<file path="src/rtl/scene_controller.sv">
// -----------------------------------------------------------------------------
// scene_controller
//
// Game scene sequencer and pixel colour selector. It tracks the current screen
// (title, play, pause, respawn, game over, high score), lives, score and high
// score. Each cycle it also picks the pixel colour for that screen: a
// full-screen source, or a priority composite of the play-field layers.
//
// Parameters
//   NUM_LAYERS      play-field colour layers composited (1..8)
//   LIVES_INIT      lives loaded at game start (1..15)
//   SCORE_W         score / high score width
//   RESPAWN_FRAMES  frames spent respawning after a non-fatal hit (1..255)
//   GAMEOVER_FRAMES minimum game-over frames before action is accepted (1..255)
//
// Ports
//   clk, reset        clock, synchronous active-high reset
//   frame_tick        one-cycle pulse per video frame
//   action_pulse      game action (start / advance screens)
//   pause_pulse       pause toggle
//   hit_pulse         player hit
//   score_inc         add one point
//   layer_color       RRRGGGBB per layer, layer k in [8k+7:8k], layer 0 = ship
//   title_color,
//   gameover_color,
//   highscore_color   full-screen RRRGGGBB sources
//   r, g, b           registered pixel colour
//   screen            state code (TITLE=0 .. HIGH_SCORE=5)
//   lives, score,
//   high_score        game counters
//   play_active       high only in PLAY
// -----------------------------------------------------------------------------
module scene_controller #(
   parameter int unsigned NUM_LAYERS      = 4,
   parameter int unsigned LIVES_INIT      = 3,
   parameter int unsigned SCORE_W         = 10,
   parameter int unsigned RESPAWN_FRAMES  = 60,
   parameter int unsigned GAMEOVER_FRAMES = 120
) (
   input  logic                    clk,
   input  logic                    reset,
   input  logic                    frame_tick,
   input  logic                    action_pulse,
   input  logic                    pause_pulse,
   input  logic                    hit_pulse,
   input  logic                    score_inc,
   input  logic [NUM_LAYERS*8-1:0] layer_color,
   input  logic [7:0]              title_color,
   input  logic [7:0]              gameover_color,
   input  logic [7:0]              highscore_color,
   output logic [2:0]              r,
   output logic [2:0]              g,
   output logic [1:0]              b,
   output logic [2:0]              screen,
   output logic [3:0]              lives,
   output logic [SCORE_W-1:0]      score,
   output logic [SCORE_W-1:0]      high_score,
   output logic                    play_active
);

   typedef enum logic [2:0] {
      TITLE      = 3'd0,
      PLAY       = 3'd1,
      PAUSE      = 3'd2,
      RESPAWN    = 3'd3,
      GAME_OVER  = 3'd4,
      HIGH_SCORE = 3'd5
   } state_e;

   state_e             state_q, state_d;
   logic [3:0]         lives_q, lives_d;
   logic [SCORE_W-1:0] score_q, score_d;
   logic [SCORE_W-1:0] hs_q, hs_d;
   logic [7:0]         cnt_q, cnt_d;
   logic               blink_q, blink_d;
   logic               play_q, play_d;
   logic [7:0]         rgb_q, rgb_d;

   logic [SCORE_W-1:0] score_sat;
   logic [7:0]         comp;
   logic               found;
   logic               hide_ship;

   // Score including a same-cycle point, saturating at all-ones. The fatal-hit
   // high-score compare uses this so a simultaneous point is not lost.
   always_comb begin
      score_sat = score_q;
      if (score_inc && (score_q != '1)) begin
         score_sat = score_q + 1'b1;
      end
   end

   // Priority composite: lowest-index non-zero layer wins. The ship layer is
   // skipped on blink frames while respawning.
   assign hide_ship = (state_q == RESPAWN) && blink_q;

   always_comb begin
      comp  = '0;
      found = 1'b0;
      for (int unsigned i = 0; i < NUM_LAYERS; i++) begin
         if (!found && (layer_color[8*i +: 8] != 8'h00) && !((i == 0) && hide_ship)) begin
            comp  = layer_color[8*i +: 8];
            found = 1'b1;
         end
      end
   end

   // Colour source for the current screen.
   always_comb begin
      case (state_q)
         TITLE:         rgb_d = title_color;
         PLAY, RESPAWN: rgb_d = comp;
         PAUSE:         rgb_d = {1'b0, comp[7:6], 1'b0, comp[4:3], 1'b0, comp[1]};
         GAME_OVER:     rgb_d = gameover_color;
         HIGH_SCORE:    rgb_d = highscore_color;
         default:       rgb_d = '0;
      endcase
   end

   // Next-state logic for the scene FSM and its counters.
   always_comb begin
      state_d = state_q;
      lives_d = lives_q;
      score_d = score_q;
      hs_d    = hs_q;
      cnt_d   = cnt_q;
      blink_d = blink_q;

      case (state_q)
         TITLE: begin
            if (action_pulse) begin
               state_d = PLAY;
               lives_d = 4'(LIVES_INIT);
               score_d = '0;
            end
         end

         PLAY: begin
            score_d = score_sat;
            if (hit_pulse) begin
               // A hit outranks a same-cycle pause; the pause is dropped.
               if (lives_q > 4'd1) begin
                  state_d = RESPAWN;
                  lives_d = lives_q - 4'd1;
                  cnt_d   = 8'(RESPAWN_FRAMES);
                  blink_d = 1'b0;
               end else begin
                  state_d = GAME_OVER;
                  lives_d = '0;
                  cnt_d   = 8'(GAMEOVER_FRAMES);
                  if (score_sat > hs_q) begin
                     hs_d = score_sat;
                  end
               end
            end else if (pause_pulse) begin
               state_d = PAUSE;
            end
         end

         PAUSE: begin
            if (pause_pulse) begin
               state_d = PLAY;
            end
         end

         RESPAWN: begin
            score_d = score_sat;
            if (frame_tick) begin
               cnt_d   = cnt_q - 8'd1;
               blink_d = ~blink_q;
               if (cnt_q <= 8'd1) begin
                  state_d = PLAY;
                  cnt_d   = '0;
                  blink_d = 1'b0;
               end
            end
         end

         GAME_OVER: begin
            if (action_pulse && (cnt_q == 8'd0)) begin
               state_d = HIGH_SCORE;
            end else if (frame_tick && (cnt_q != 8'd0)) begin
               cnt_d = cnt_q - 8'd1;
            end
         end

         HIGH_SCORE: begin
            if (action_pulse) begin
               state_d = TITLE;
            end
         end

         default: begin
            state_d = TITLE;
         end
      endcase
   end

   assign play_d = (state_d == PLAY);

   always_ff @(posedge clk) begin
      if (reset) begin
         state_q <= TITLE;
         lives_q <= 4'(LIVES_INIT);
         score_q <= '0;
         hs_q    <= '0;
         cnt_q   <= '0;
         blink_q <= 1'b0;
         play_q  <= 1'b0;
         rgb_q   <= '0;
      end else begin
         state_q <= state_d;
         lives_q <= lives_d;
         score_q <= score_d;
         hs_q    <= hs_d;
         cnt_q   <= cnt_d;
         blink_q <= blink_d;
         play_q  <= play_d;
         rgb_q   <= rgb_d;
      end
   end

   assign r           = rgb_q[7:5];
   assign g           = rgb_q[4:2];
   assign b           = rgb_q[1:0];
   assign screen      = state_q;
   assign lives       = lives_q;
   assign score       = score_q;
   assign high_score  = hs_q;
   assign play_active = play_q;

endmodule

</file>
<file path="config.mk">
export PLATFORM = sky130hd
export DESIGN_NAME = scene_controller
export DESIGN_NICKNAME = d
export VERILOG_FILES = /design/src/rtl/scene_controller.sv
export SDC_FILE = /design/constraint.sdc
export NUM_CORES = 1
export LEC_CHECK = 0
export CAP_MARGIN = 5
export CORE_ASPECT_RATIO = 0.75
export CORE_UTILIZATION = 40
export CTS_BUF_LIST = sky130_fd_sc_hd__clkbuf_16
export CTS_CLUSTER_SIZE = 28
export DETAILED_ROUTE_END_ITERATION = 10
export HOLD_SLACK_MARGIN = 0.1
export PLACE_DENSITY = 0.69
export SKIP_CTS_REPAIR_TIMING = 1
export SLEW_MARGIN = 20
export SYNTH_ARGS = -nofsm -noshare
export SYNTH_HDL_FRONTEND = slang
export SYNTH_SLANG_ARGS = --single-unit
</file>
<file path="constraint.sdc">
create_clock -name clk -period 9.1 [get_ports clk]
set_clock_uncertainty 0.2 [all_clocks]
set_input_delay 1.82 -clock clk [delete_from_list [all_inputs] [get_ports clk]]
set_output_delay 1.82 -clock clk [all_outputs]
set_load 0.02 [all_outputs]
</file>
Word-level counts from Yosys, hierarchy flattened
Cells that the tools add are included. Widths: inputs -> output; s select.

Word-level logic and storage cells: 95. Register bits after elaboration: 45.

$add $sub $neg: 3. $lt $le $gt $ge: 3. Muxes and demuxes: 37. Reductions and logical operators: 29. Eq/ne operators: 13. Bitwise operators: 2.

Operators by type and width (count): $mux 8 (9); $pmux 8 s5 (1); $reduce_bool 8->1 (5); $mux 3 (9); $pmux 8 s3 (1); $mux 10 (2); $pmux 10 s2 (1); $pmux 3 s6 (1); $mux 4 (3); $ne 2x2->1 const B (6); $add 10x1->10 const B (1); $gt 10x10->1 (1); $ne 10x10->1 const B (1); $le 8x1->1 const B (1); $logic_and 1x1->1 (8); $logic_not 8->1 (1); $pmux 4 s2 (1); $reduce_and 4->1 (2); $sub 8x1->8 const B (1); $mux 1 (7); $mux 7 (1); $eq 3x1->1 const B (2); $eq 3x2->1 const B (2); $eq 3x3->1 const B (2); other kinds (12) (18).

Depth between registers and ports, before layout
Gate-level depths: netlist of the first run.

Depth in word-level cells: 15. Gate-level depth with buffers: 13. Gate-level depth less buffers: 11.

Worst setup path after synthesis of the first run
OpenSTA, ideal clock, no wires.

Path type: input port to flip-flop. Start: in score_inc. End: reg hs_q[0] (netlist: high_score[0]). Stages on the path: 9. Buffers on the path: 1. Path slack: 4730 ps. Arrival: 4049 ps. Path through: nand3_1 nor4_1 mux2_2 ha_1 nand4_1 a31o_2 a2111oi_0 buf_4 mux2_2.

Word-level cells in the longest chain between the ends: 4.

Ends and longest elaborated chain: start: declaration (RTL line 46) `input logic score_inc,`; $logic_and 1x1->1 (RTL line 88) `if (score_inc && (score_q != '1)) begin`; $mux 10 (RTL line 88); named net score_sat[9] (RTL line 79) `logic [SCORE_W-1:0] score_sat;`; $gt 10x10->1 (RTL line 151) `if (score_sat > hs_q) begin`; $reduce_and 4->1 (no line); end signal: assignment (RTL line 215) `hs_q <= hs_d;`; end: declaration (RTL line 73) `logic [SCORE_W-1:0] hs_q, hs_d;`.

The timed path passes the listed nets, and every way through them passes these cells. A chain may end at the register's enable or synchronous reset.

Final worst setup path of the first run
Ends and elaborated chain as after synthesis.

==> results of run 1 <==
-- flip-flops by register name (all words and copies together), names as in the netlist --
| name | count |
|---|---|
| blink_q | 1 |
| cnt_q | 8 |
| rgb_q | 8 |
| high_score | 10 |
| score | 10 |
| play_active | 1 |
| screen | 3 |
| lives | 4 |
-- layer usage --
| metal | vias up | GRT usage [%] |
|---|---|---|
| li1 | 1801 | - |
| met1 | 1692 | 33.2 |
| met2 | 130 | 33.0 |
| met3 | 8 | 3.89 |
| met4 | 0 | 5.41 |
| met5 | - | 0 |
-- power breakdown --
part	switching [mW]	internal, mW	total, mW
registers	0.0103	0.208	0.218
clock network	0.0788	0.100	0.179
logic	0.0850	0.0742	0.159
total	0.174	0.382	0.556
-- Yosys cell counts, types with 16 or more instances --
cell / instances
dfxtp_1: 45
mux2i_1: 20
nand2b_1: 24
nor2_1: 24
inv_1: 21
nand2_1: 30
a21oi_1: 25
nand3_1: 21
ha_1: 16
a31oi_1: 17
o21ai_0: 22
-- worst max-delay path by stage --
stage / start / endpoint / slack, ps / depth (start not counted)
4_1_cts: score_inc / high_score[0] / 4230 / 10
3_3_place_gp: score_inc / high_score[0] / 4020 / 10
5_1_grt: score_inc / high_score[0] / 4030 / 10
3_5_place_dp: score_inc / high_score[0] / 3940 / 10
2_1_floorplan: score_inc / high_score[0] / 4730 / 9
6_report: score_inc / high_score[0] / 4220 / 10
-- worst reg2reg max path: cells and delay by family, from the launching register on --
kind / cells / cell delay, ps
AND/OR/NAND/NOR: 4 / 940
AO/OA/AOI/OAI: 4 / 810
flip-flops: 1 / 470
multiplexers: 1 / 360
adder cells (fa/ha/maj): 2 / 440
buffers and inverters: 1 / 270
-- through the flow --
step                area, sq um  utilization [%]  hold slack, ps  std cells  setup slack (ps)
finish                     4610             56.9             279        625              4220
global route               4610             56.9             312        625              4030
CTS                        4610             56.9             286        625              4230
detailed placement         4470             55.2             278        617              3940
global placement           4470             55.2             260        617              4020
floorplan                  3420                -             245        433              4730
-- final cells by class --
| cell class | count | area share (%) |
|---|---|---|
| Tap cell | 105 | 2.85 |
| Timing Repair Buffer | 103 | 22.1 |
| Clock buffer | 5 | 2.72 |
| Multi-Input combinational cell | 342 | 50.7 |
| Inverter | 22 | 1.79 |
| Clock inverter | 3 | 0.299 |
| Sequential cell | 45 | 19.5 |
-- layout by cell type (no fill, tap or decap), types with 3 or more instances in the layout --
cell type and count:
inv_1 22, o41ai_1 3, a21o_1 5, a211o_1 4
nor2_1 24, nand3_1 21, nor4_1 3, a31oi_1 17
nor3_1 11, ha_1 16, nand2_1 30, o21ai_0 22
or4_1 4, nor3b_1 3, clkdlybuf4s50_1 98, clkbuf_16 5
a21oi_1 25, nand4_1 4, or3_1 7, a2111oi_0 3
nor4_2 3, a22o_1 3, o21ai_1 4, o21a_1 3
and3_1 4, a22oi_1 6, dfxtp_1 45, a21boi_0 4
buf_4 5, nand2b_1 24, a211oi_1 7, nor2b_1 9
o31ai_1 5, mux2_2 3, o21bai_1 3, mux2i_1 20
-- kinds of logic after synthesis --
| family | synth area share, % |
|---|---|
| AO/OA/AOI/OAI | 27.6 |
| XOR/XNOR | 0.769 |
| adder cells (fa/ha/maj) | 5.86 |
| buffers and inverters | 5.49 |
| flip-flops | 26.4 |
| multiplexers | 7.17 |
| AND/OR/NAND/NOR | 26.8 |
==> impl_metrics.env, run 1 <==
export IMPL_rows=28
export IMPL_grt_pass1_vias=3143
export IMPL_grtUsageTotal_pct=22.4
export IMPL_p_leak_nw=1.62
export IMPL_worst_hold_path_type="reg2reg"
export IMPL_wl_met1_um=4980
export IMPL_gp_congestion=0.882
export IMPL_ys_flop_type="dfxtp_1"
export IMPL_wl_met2_um=4260
export IMPL_dieHeight_um=82.1
export IMPL_critPathMaxStageDelay_ps=570
export IMPL_period_share_pct=53.6
export IMPL_synth_area_top_cells="dfxtp_1 (26%), ha_1 (5.9%), mux2i_1 (5.9%), nand2b_1 (4.4%), a21oi_1 (3.7%)"
export IMPL_grt_pass1_wl_um=15800
export IMPL_crit_path_frequent_cell="mux2_2"
export IMPL_hp_start="cnt_q[1]"
export IMPL_synth_largest_area_cell="dfxtp_1"
export IMPL_portBuffers=98
export IMPL_cts_path_max_buffers=2
export IMPL_critical_path_class="in2reg"
export IMPL_synth_top_area_share_pct=26.4
export IMPL_holdPathEnd="cnt_q[1]"
export IMPL_fmax_mhz=205
export IMPL_rsz0062_at_grt="no"
export IMPL_vias=3631
export IMPL_worst_pin_slew_ps=1010
export IMPL_clockRootBuffer="clkbuf_16"
export IMPL_ant_nets=0
export IMPL_cp_top_family="buffers and inverters"
export IMPL_wl_met3_um=595
export IMPL_multi_input_area_sq_mm=0.00234
export IMPL_dp_hpwl_um=7480
export IMPL_cts_reportedPaths_clkPinSlew_ps=70
export IMPL_r2r_start="score[0]"
export IMPL_critPathCaptureType="flop"
export IMPL_holdPathStages=2
export IMPL_drt_total_wl_um=9900
export IMPL_setup_worst_path_start_class="primary input"
export IMPL_cp_required_ps=9080
export IMPL_grt_max_degree=55
export IMPL_regArea_sq_um=901
export IMPL_drt_iter0_markers=237
export IMPL_worstSkewPairLatency_ps=290
export IMPL_grt_remaining_overflow=0
export IMPL_crit_buf_inv=2
export IMPL_syn_inst=433
export IMPL_ctsHtreeMaxLevel=2
export IMPL_path_cells="clkdlybuf4s50_1, nand3_1, nor4_1, mux2_2, ha_1, nand4_1, a31o_2, a2111oi_2, buf_4, mux2_2"
export IMPL_vias_per_cell=5.81
export IMPL_dieArea_sq_mm=0.00892
export IMPL_synth_nets=512
export IMPL_async_reset_ff_share_pct=0
export IMPL_ys_seq_area_share_pct=26.4
export IMPL_synth_edf_count=0
export IMPL_firstDrtPassIters=5
export IMPL_antenna_cells=0
export IMPL_crit_arrival_ps=4860
export IMPL_cap_violations=0
export IMPL_syn_cell_area_sq_mm=0.00342
export IMPL_peakVddDrop_uv=73.3
export IMPL_area_growth_pct=34.8
export IMPL_slew_headroom_pct=32.2
export IMPL_slew_violations=0
export IMPL_initial_core_util_pct=42.2
export IMPL_fill_cells=720
export IMPL_wire_per_inst_um=15.8
export IMPL_hold_viol_final=0
export IMPL_setup_viol=0
export IMPL_drive_gt1_share_pct=5.00
export IMPL_die_w_um=109
export IMPL_cts_sinks=45
export IMPL_ios=99
export IMPL_r2r_end="high_score[0]"
export IMPL_antenna_found_initial=0
export IMPL_yosys_register_bits=45
export IMPL_rrSetupSlack_ps=5510
export IMPL_top_layer="met4"
export IMPL_fin_setup_tns_ps=0
export IMPL_ys_warn_count=0
export IMPL_synthDistinctLibCells=67
export IMPL_outcome="finished clean"
export IMPL_nNetsFinal=598
export IMPL_cts_tree="yes"
export IMPL_crit_slowest_cell="clkdlybuf4s50_1"
export IMPL_core_sq_mm=0.00809
export IMPL_period_needed_ps=4880
export IMPL_critPathMaxFanout=10
export IMPL_p_per_area_mw_per_mm2=121
export IMPL_cts_made_buffers=5
export IMPL_ff2ff_path_depth=12
export IMPL_synth_avg_cell_area_sq_um=7.89
export IMPL_fin_total_pwr_mw=0.556
export IMPL_drc_errors=0
Power figures use the tool's default switching activity.
==> run 2, diff against run 1 <==
clock period = 4.9 ns   (was 9.1 ns; I/O delays follow)
==> impl_metrics.env, run 2 (synthesis gave the netlist of run 1 again) <==
export IMPL_grtUsageTotal_pct=22.3
export IMPL_ios=99
export IMPL_peakVddDrop_uv=158
export IMPL_hold_viol_final=0
export IMPL_cts_made_buffers=5
export IMPL_cts_sinks=45
export IMPL_portBuffers=98
export IMPL_vias_per_cell=5.88
export IMPL_drc_errors=0
export IMPL_firstDrtPassIters=4
export IMPL_cp_required_ps=4880
export IMPL_crit_slowest_cell="clkdlybuf4s50_1"
export IMPL_worst_hold_path_type="reg2reg"
export IMPL_slew_violations=0
export IMPL_outcome="finished clean"
export IMPL_path_cells="clkdlybuf4s50_1, nand3_1, nor4_1, mux2_2, ha_1, nand4_1, a31o_2, a2111oi_2, buf_4, mux2_2"
export IMPL_cts_reportedPaths_clkPinSlew_ps=70
export IMPL_grt_pass1_wl_um=15900
export IMPL_nNetsFinal=598
export IMPL_ctsHtreeMaxLevel=2
export IMPL_cts_path_max_buffers=2
export IMPL_p_comb_share_pct=27.5
export IMPL_setup_viol=0
export IMPL_rsz0062_at_grt="no"
export IMPL_dp_hpwl_um=7490
export IMPL_rows=28
export IMPL_grt_remaining_overflow=0
export IMPL_gp_congestion=0.911
export IMPL_clock_power_share_pct=32.6
export IMPL_fin_setup_tns_ps=0
export IMPL_dieHeight_um=82.1
export IMPL_vias=3672
export IMPL_drt_total_wl_um=9810
export IMPL_p_leak_nw=1.62
export IMPL_dieArea_sq_mm=0.00892
export IMPL_die_w_um=109
export IMPL_swShare_pct=31.6
export IMPL_critPathCaptureType="flop"
export IMPL_ff2ff_path_depth=12
export IMPL_clockRootBuffer="clkbuf_16"
export IMPL_worst_pin_slew_ps=998
export IMPL_critical_path_class="in2reg"
export IMPL_antenna_cells=0
export IMPL_antenna_found_initial=0
export IMPL_fin_total_pwr_mw=1.04
export IMPL_final_common_cell="clkdlybuf4s50_1"
export IMPL_critPathMaxStageDelay_ps=570
export IMPL_ant_nets=0
export IMPL_holdPathStages=2
export IMPL_core_sq_mm=0.00809
export IMPL_area_growth_pct=34.9
export IMPL_crit_arrival_ps=4010
export IMPL_slew_headroom_pct=33.1
export IMPL_layout_common_cells="clkdlybuf4s50_1 (98), dfxtp_1 (45), nand2_1 (30), a21oi_1 (25)"
export IMPL_worstSkewPairLatency_ps=280
export IMPL_power_switching_mw=0.327
export IMPL_fin_area_sq_mm=0.00461
export IMPL_crit_path_frequent_cell="mux2_2"
export IMPL_cap_violations=0
export IMPL_fmax_mhz=248
export IMPL_drt_iter0_markers=210
export IMPL_period_needed_ps=4030
export IMPL_drive_gt1_share_pct=5.19
export IMPL_setup_worst_path_start_class="primary input"
export IMPL_wire_per_inst_um=15.7
export IMPL_p_per_area_mw_per_mm2=225
export IMPL_cts_tree="yes"
export IMPL_grt_max_degree=34
export IMPL_initial_core_util_pct=42.2
export IMPL_period_share_pct=82.2
export IMPL_critPathMaxFanout=10
export IMPL_intPower_mw=0.710
export IMPL_grt_pass1_vias=3247
export IMPL_pwr_share_seq_pct=39.9
export IMPL_dpl_instance_area_sq_mm=0.00447
run 2: critical path, delay by kind of cell:
family	cells	cell delay, ps
compound gates	2	540
fa+ha+maj	1	300
buf+inv	2	840
mux	2	750
simple gates	3	570
run 2: final cells by class:
type / instances / area [sq um]
flip-flops and latches: 45 / 901
clock buffers: 5 / 125
well taps: 105 / 131
fillers: 753 / 3480
clock inverters: 3 / 17.5
inverters: 22 / 82.6
multi-input cells: 342 / 2340
repair buffers: 103 / 1020
run 2: stage by stage:
stage	instances	setup slack (ps)	hold slack [ps]	util, %
floorplan	433	1370	245	-
global placement	617	655	261	55.2
detailed placement	617	584	273	55.2
CTS	625	883	282	57.0
global route	625	726	321	57.0
finish	625	872	279	57.0
run 2: final timing paths:
| kind | slack [ps] | endpoint | startpoint |
|---|---|---|---|
| worst min-delay path | 280 | cnt_q[1] | cnt_q[1] |
| worst max register to register | 1240 | high_score[0] | score[0] |
| worst max-delay path | 870 | high_score[0] | score_inc |
| worst min register to register | 280 | cnt_q[1] | cnt_q[1] |
run 2: power by group through the flow:
stage | logic [mW] | registers, mW | clock network [mW]
5_1_grt | 0.311 | 0.418 | 0.363
4_1_cts | 0.286 | 0.413 | 0.338
6_report | 0.286 | 0.414 | 0.338
3_3_place_gp | 0.281 | 0.421 | 0
2_1_floorplan | 0.149 | 0.425 | 0
3_5_place_dp | 0.284 | 0.421 | 0
run 2: layer usage:
layer / wire [um] / vias to the layer above / track usage, %
li1: - / 1803 / -
met1: 4760 / 1708 / 31.5
met2: 4340 / 159 / 35.5
met3: 671 / 2 / 4.29
met4: 40 / 0 / 3.78
met5: 0 / - / 0
